===== src/rtl/arm_ctrl_pkg.sv =====
// rtl/arm_ctrl_pkg.sv - shared types and encodings for the multicycle ARM-subset controller
package arm_ctrl_pkg;

   typedef enum logic [3:0] {
      S_FETCH    = 4'd0,
      S_DECODE   = 4'd1,
      S_MEMADR   = 4'd2,
      S_MEMREAD  = 4'd3,
      S_MEMWB    = 4'd4,
      S_MEMWRITE = 4'd5,
      S_EXECR    = 4'd6,
      S_EXECI    = 4'd7,
      S_ALUWB    = 4'd8,
      S_BRANCH   = 4'd9
   } state_t;

   localparam logic [1:0] ALU_ADD = 2'b00;
   localparam logic [1:0] ALU_SUB = 2'b01;
   localparam logic [1:0] ALU_AND = 2'b10;
   localparam logic [1:0] ALU_ORR = 2'b11;

   localparam logic [3:0] CMD_AND = 4'b0000;
   localparam logic [3:0] CMD_SUB = 4'b0010;
   localparam logic [3:0] CMD_ADD = 4'b0100;
   localparam logic [3:0] CMD_CMP = 4'b1010;
   localparam logic [3:0] CMD_ORR = 4'b1100;

   localparam logic [1:0] OP_DP  = 2'b00;
   localparam logic [1:0] OP_MEM = 2'b01;
   localparam logic [1:0] OP_BR  = 2'b10;
   localparam logic [1:0] OP_UND = 2'b11;

   localparam logic [1:0] RES_ALUOUT    = 2'b00;
   localparam logic [1:0] RES_DATA      = 2'b01;
   localparam logic [1:0] RES_ALURESULT = 2'b10;

   localparam logic [1:0] SRCB_RD2  = 2'b00;
   localparam logic [1:0] SRCB_IMM  = 2'b01;
   localparam logic [1:0] SRCB_FOUR = 2'b10;

   localparam logic [3:0] COND_EQ = 4'b0000;
   localparam logic [3:0] COND_NE = 4'b0001;
   localparam logic [3:0] COND_CS = 4'b0010;
   localparam logic [3:0] COND_CC = 4'b0011;
   localparam logic [3:0] COND_MI = 4'b0100;
   localparam logic [3:0] COND_PL = 4'b0101;
   localparam logic [3:0] COND_VS = 4'b0110;
   localparam logic [3:0] COND_VC = 4'b0111;
   localparam logic [3:0] COND_HI = 4'b1000;
   localparam logic [3:0] COND_LS = 4'b1001;
   localparam logic [3:0] COND_GE = 4'b1010;
   localparam logic [3:0] COND_LT = 4'b1011;
   localparam logic [3:0] COND_GT = 4'b1100;
   localparam logic [3:0] COND_LE = 4'b1101;
   localparam logic [3:0] COND_AL = 4'b1110;

   // Unrecognised commands fall back to ADD so the datapath always sees a defined op.
   function automatic logic [1:0] cmd_to_alu(input logic [3:0] cmd);
      case (cmd)
         CMD_ADD: return ALU_ADD;
         CMD_SUB: return ALU_SUB;
         CMD_CMP: return ALU_SUB;
         CMD_AND: return ALU_AND;
         CMD_ORR: return ALU_ORR;
         default: return ALU_ADD;
      endcase
   endfunction

endpackage


===== src/rtl/arm_cond_check.sv =====
// rtl/arm_cond_check.sv - ARM condition field evaluation against the NZCV flags
module arm_cond_check
   import arm_ctrl_pkg::*;
(
   input  logic [3:0] i_cond,
   input  logic [3:0] i_nzcv,
   output logic       o_cond_ex
);

   logic w_n, w_z, w_c, w_v, w_ge;

   assign w_n  = i_nzcv[3];
   assign w_z  = i_nzcv[2];
   assign w_c  = i_nzcv[1];
   assign w_v  = i_nzcv[0];
   assign w_ge = (w_n == w_v);

   // 1111 is the reserved "never" encoding and always fails.
   always_comb begin
      o_cond_ex = 1'b0;
      case (i_cond)
         COND_EQ: o_cond_ex = w_z;
         COND_NE: o_cond_ex = ~w_z;
         COND_CS: o_cond_ex = w_c;
         COND_CC: o_cond_ex = ~w_c;
         COND_MI: o_cond_ex = w_n;
         COND_PL: o_cond_ex = ~w_n;
         COND_VS: o_cond_ex = w_v;
         COND_VC: o_cond_ex = ~w_v;
         COND_HI: o_cond_ex = w_c & ~w_z;
         COND_LS: o_cond_ex = ~w_c | w_z;
         COND_GE: o_cond_ex = w_ge;
         COND_LT: o_cond_ex = ~w_ge;
         COND_GT: o_cond_ex = ~w_z & w_ge;
         COND_LE: o_cond_ex = w_z | ~w_ge;
         COND_AL: o_cond_ex = 1'b1;
         default: o_cond_ex = 1'b0;
      endcase
   end

endmodule


===== src/rtl/arm_multicycle_ctrl.sv =====
// rtl/arm_multicycle_ctrl.sv - main control FSM for the multicycle ARM-subset datapath
module arm_multicycle_ctrl
   import arm_ctrl_pkg::*;
#(
   parameter int STATE_W = 4
) (
   input  logic               clk,
   input  logic               reset,
   input  logic [3:0]         cond,
   input  logic [1:0]         op,
   input  logic [5:0]         funct,
   input  logic [3:0]         rd,
   input  logic [3:0]         alu_flags,
   input  logic               mem_ready,
   output logic               pc_write,
   output logic               adr_src,
   output logic               mem_write,
   output logic               ir_write,
   output logic               reg_write,
   output logic [1:0]         result_src,
   output logic               alu_src_a,
   output logic [1:0]         alu_src_b,
   output logic [1:0]         alu_control,
   output logic [1:0]         imm_src,
   output logic [1:0]         reg_src,
   output logic [3:0]         flags,
   output logic [STATE_W-1:0] state
);

   state_t     r_state;
   state_t     w_next_state;
   logic [3:0] r_flags;

   logic       w_cond_ex;
   logic       w_set_flags;
   logic       w_rd_is_pc;
   logic [3:0] w_cmd;

   logic       w_pc_write;
   logic       w_adr_src;
   logic       w_mem_write;
   logic       w_ir_write;
   logic       w_reg_write;
   logic [1:0] w_result_src;
   logic       w_alu_src_a;
   logic [1:0] w_alu_src_b;
   logic [1:0] w_alu_control;

   assign w_cmd       = funct[4:1];
   assign w_set_flags = funct[0];
   assign w_rd_is_pc  = (rd == 4'd15);

   arm_cond_check u_cond_check (
      .i_cond    (cond),
      .i_nzcv    (r_flags),
      .o_cond_ex (w_cond_ex)
   );

   always_ff @(posedge clk or negedge reset) begin
      if (!reset) begin
         r_state <= S_FETCH;
      end else begin
         r_state <= w_next_state;
      end
   end

   // funct[0] is S only for data-processing, so flags are sampled only in the execute states.
   always_ff @(posedge clk or negedge reset) begin
      if (!reset) begin
         r_flags <= 4'b0000;
      end else if ((r_state == S_EXECR || r_state == S_EXECI) && w_set_flags) begin
         r_flags <= alu_flags;
      end
   end

   always_comb begin
      w_next_state  = r_state;
      w_pc_write    = 1'b0;
      w_adr_src     = 1'b0;
      w_mem_write   = 1'b0;
      w_ir_write    = 1'b0;
      w_reg_write   = 1'b0;
      w_result_src  = RES_ALUOUT;
      w_alu_src_a   = 1'b0;
      w_alu_src_b   = SRCB_RD2;
      w_alu_control = ALU_ADD;

      case (r_state)
         S_FETCH: begin
            w_alu_src_a  = 1'b1;
            w_alu_src_b  = SRCB_FOUR;
            w_result_src = RES_ALURESULT;
            w_ir_write   = mem_ready;
            w_pc_write   = mem_ready;
            w_next_state = mem_ready ? S_DECODE : S_FETCH;
         end
         S_DECODE: begin
            w_alu_src_a  = 1'b1;
            w_alu_src_b  = SRCB_FOUR;
            w_result_src = RES_ALURESULT;
            if (!w_cond_ex) begin
               w_next_state = S_FETCH;
            end else begin
               case (op)
                  OP_DP:   w_next_state = funct[5] ? S_EXECI : S_EXECR;
                  OP_MEM:  w_next_state = S_MEMADR;
                  OP_BR:   w_next_state = S_BRANCH;
                  OP_UND:  w_next_state = S_FETCH;
                  default: w_next_state = S_FETCH;
               endcase
            end
         end
         S_MEMADR: begin
            w_alu_src_b  = SRCB_IMM;
            w_next_state = funct[0] ? S_MEMREAD : S_MEMWRITE;
         end
         S_MEMREAD: begin
            w_adr_src    = 1'b1;
            w_next_state = mem_ready ? S_MEMWB : S_MEMREAD;
         end
         S_MEMWB: begin
            w_result_src = RES_DATA;
            w_reg_write  = 1'b1;
            w_pc_write   = w_rd_is_pc;
            w_next_state = S_FETCH;
         end
         S_MEMWRITE: begin
            w_adr_src    = 1'b1;
            w_mem_write  = 1'b1;
            w_next_state = mem_ready ? S_FETCH : S_MEMWRITE;
         end
         S_EXECR, S_EXECI: begin
            w_alu_src_b   = (r_state == S_EXECI) ? SRCB_IMM : SRCB_RD2;
            w_alu_control = cmd_to_alu(w_cmd);
            w_next_state  = (w_cmd == CMD_CMP) ? S_FETCH : S_ALUWB;
         end
         S_ALUWB: begin
            w_reg_write  = 1'b1;
            w_pc_write   = w_rd_is_pc;
            w_next_state = S_FETCH;
         end
         S_BRANCH: begin
            w_alu_src_b  = SRCB_IMM;
            w_result_src = RES_ALURESULT;
            w_pc_write   = 1'b1;
            w_next_state = S_FETCH;
         end
         default: w_next_state = S_FETCH;
      endcase
   end

   // Write strobes are masked combinationally so nothing can fire while reset is low.
   assign pc_write    = w_pc_write & reset;
   assign ir_write    = w_ir_write & reset;
   assign reg_write   = w_reg_write & reset;
   assign mem_write   = w_mem_write & reset;
   assign adr_src     = w_adr_src;
   assign result_src  = w_result_src;
   assign alu_src_a   = w_alu_src_a;
   assign alu_src_b   = w_alu_src_b;
   assign alu_control = w_alu_control;
   assign imm_src     = op;
   assign reg_src     = {op == OP_MEM, op == OP_BR};
   assign flags       = r_flags;
   assign state       = STATE_W'(r_state);

endmodule


===== config.mk =====
export PLATFORM = sky130hd
export DESIGN_NAME = arm_multicycle_ctrl
export DESIGN_NICKNAME = d
export VERILOG_FILES = /design/src/rtl/arm_ctrl_pkg.sv /design/src/rtl/arm_cond_check.sv /design/src/rtl/arm_multicycle_ctrl.sv
export SDC_FILE = /design/constraint.sdc
export NUM_CORES = 1
export LEC_CHECK = 0
export CAP_MARGIN = 10
export CORE_MARGIN = 2
export CORE_UTILIZATION = 38
export DETAILED_ROUTE_END_ITERATION = 6
export PLACE_DENSITY_LB_ADDON = 0.12
export SYNTH_ARGS = -nofsm -noshare
export SYNTH_HDL_FRONTEND = slang
export SYNTH_SLANG_ARGS = --single-unit

===== constraint.sdc =====
create_clock -name clk -period 1.7 [get_ports clk]
set_input_delay 0.34 -clock clk [delete_from_list [all_inputs] [get_ports clk]]
set_output_delay 0.34 -clock clk [all_outputs]
set_load 0.03 [all_outputs]

==> impl_results.md <==
- Status: finished with violations
- Failing checks: negative setup slack
- Initial Util: 0.3946
- Endpoints failing hold: 0
- Largest area contributor in the netlist: dfrtp_1
- Synth Warn #: 0
- Post-synth EDFFs: 0
- Setup violators final: 10
- Vias/cell: 5.392
- Die ar.: 2673 um^2
- Seq/Total Area, Yosys: 0.2315
- Crit. End Element: register
- Vias: 1100
- Main flop type after synthesis: dfrtp_1
- Final min period: 1.889 ns
- Relative slew margins: 0.7949
- First DRT Iteration DRCs: 21
- Top cells by count, synth: nor3_1, a21oi_1, nor2_1, dfrtp_1, nand2b_1
- Largest cells by area after synthesis: dfrtp_1, mux2_2, nor3_1
- Most common cell in the netlist: nor3_1
- Worst VDD drop: 1.020 mV
- Worst path required time: 1.88 ns
- Fmax: 0.5294 GHz
- Worst-path clk slew: 0.06 ns
- Post-layout net count: 200
- Post-Syn Area: 864.6 um^2
- # clock sinks: 8
- Slowest-stage cell, CP: or4b_4
- Critical path startpoint category: register
- H-Tree Depth: 1
- Async set or reset register ratio after synthesis: 1.000
- Placed Area: 1460 um^2
- Clock latency on the worst-skew pair: 0.27 ns
- Cell Rows: 17
- Die X: 51.70 um
- Max Clock Skew: 0.008339 ns
- Avg WL per Cell: 15.53 um
- Antenna Cells: 0
- Layout cells sized above 1: 0.5000
- Global-route wire length before repair: 4657 um
- LEAKAGE: 0.7725 nW
- Total gr overflow: 0
- Total wire length: 3169 um
- CTS tree: built
- CP Data Arrival Time: 2.07 ns
- Final Cycle Share: 1.111
- CTS buffer count: 3
- Final HPWL DP: 2189 um
- CTS Buffer Depth: 2
- Pwr Density: 1178 nW/um^2
- CP most frequent cell: buf_4
- RSZ-0062 raised after global routing: true
- Synth-to-Final Area Change: 94.07%
- CP max FO: 6
- DRT Pass-1 Iters: 4
- Final number of max-transition violations: 0
- Io pins: 47
- Max stage delay on crit path: 0.53 ns
- Max-cap violations: 0
- Library cells used by synthesis: 40
- CORE AREA: 2191 um^2
- Die height: 51.70 um
- IO Port Bufs: 46
- Critical path, cell by cell: buf_4 -> or4b_4 -> nor4_4 -> buf_4 -> nor3_2 -> a21oi_1
- Net Count, Synth: 131
- Post-route cell area: 1678 um^2
- Measured slew at the worst slew-check pin: 0.3088 ns
- Largest net degree at the start of global routing: 10
- DR DRC count: 0
- GP Congestion: 0.8079
- Clock root cell: clkbuf_4
- Antenna viol nets, final: 0
- Share of the synthesized area in the top cell type: 0.2315
- Syn Inst Count: 108
- Total power: 1.977 mW
- Initial antenna violation count: 0
- Yosys reg bits: 8
- Layout Utilization: 0.7658
- Vias in the first global route: 1032
- CP Class: reg -> reg
- Worst Hold Class: in -> async
- Final setup margin: -0.1889 ns
- Post-Syn Area per Cell: 8.005 um^2
- All-Layer GR Usage: 0.2314
- CTS Hold Bufs: 0
-- kinds of logic after synthesis --
family	Yosys count	share of synthesized area
muxes	8	0.09985
AOI/OAI and AO/OA	25	0.1983
xor gates and xnor gates	4	0.04053
DFF	8	0.2315
and+or+nand+nor	50	0.3517
buffers and inverters	13	0.07814
-- final cells by class --
cell class,count,area (um^2)
Multi-Input combinational cell,87,757.0
Tap cell,28,35.03
Fill cell,177,513.0
Inverter,5,22.52
Clock buffer,4,26.28
Sequential cell,8,203.9
Timing Repair Buffer,72,633.1
-- routing by layer --
| layer | GRT usage | vias up | wire length [um] |
|---|---|---|---|
| met1 | 0.2932 | 534 | 1275 |
| met3 | 0.02299 | 4 | 98 |
| met5 | 0 | - | 0 |
| li1 | - | 534 | - |
| met2 | 0.4103 | 28 | 1759 |
| met4 | 0.07456 | 0 | 36 |
-- flip-flops by register name, summed over array words and instances, names as in the netlist --
| register | count |
|---|---|
| flags | 4 |
| state | 4 |
-- final timing paths --
path / cells past startpoint / startpoint / endpoint / slack, ns
setup / recovery: 6 / state[2]$_DFF_PN0_ / state[0]$_DFF_PN0_ / -0.19
hold / removal: 2 / reset / state[1]$_DFF_PN0_ / 0.13
setup reg to reg: 6 / state[2]$_DFF_PN0_ / state[0]$_DFF_PN0_ / -0.19
hold reg to reg: 1 / flags[1]$_DFFE_PN0P_ / flags[1]$_DFFE_PN0P_ / 0.61
max in group asynchronous: 2 / reset / state[0]$_DFF_PN0_ / 1.42
min in group clk: 1 / flags[1]$_DFFE_PN0P_ / flags[1]$_DFFE_PN0P_ / 0.61
-- layout by cell type (no fill, tap or decap), types with 2 or more instances in the layout --
cell	synthesis	layout
clkdlybuf4s50_1	0	13
dfrtp_2	0	3
nor2b_1	4	3
mux2i_1	3	2
o21ba_2	2	2
inv_1	5	3
dlygate4sd2_1	0	15
nor3b_1	3	2
nor3_2	0	8
nor2_1	9	8
a31oi_1	2	2
xor2_1	3	2
nand2_1	3	2
mux2_2	5	4
dfrtp_1	8	5
buf_6	1	7
a21oi_1	10	8
nand2b_1	7	6
clkbuf_4	0	3
buf_4	2	34
nor3_4	0	2
a21oi_2	0	2
-- where the power goes --
part           leakage (nW)  switching, mW  internal (mW)
Combinational         0.653          0.788          0.663
Sequential            0.104          0.104          0.255
Clock                0.0150         0.0773         0.0905
Total                 0.772          0.969           1.01
-- worst max-delay path: cells and delay by family (launching register included) --
family	cells	cell delay, ns
AO/OA/AOI/OAI	1	0.15
buffers and inverters	2	0.36
flip-flops	1	0.46
AND/OR/NAND/NOR	3	0.83
-- metrics by stage --
stage	worst slack (ns)	setup TNS [ns]	hold slack, ns	cells
2_1_floorplan	-0.1985	-0.8017	0.04441	108
3_3_place_gp	-0.3455	-1.645	0.6091	190
3_5_place_dp	-0.3845	-2.014	0.6068	190
4_1_cts	-0.2057	-0.8686	0.4941	201
5_1_grt	-0.2419	-1.659	0.1402	204
6_report	-0.1889	-1.074	0.1297	204
-- timing repair --
| item | CTS | global route |
|---|---|---|
| buffers inserted | 8 | 3 |
| setup endpoints to repair | 19 | 15 |
| cloned | 0 | 0 |
| pin swaps | 14 | 8 |
| gates resized for setup | 32 | 17 |
No activity file was read; power rests on OpenSTA's default activity.
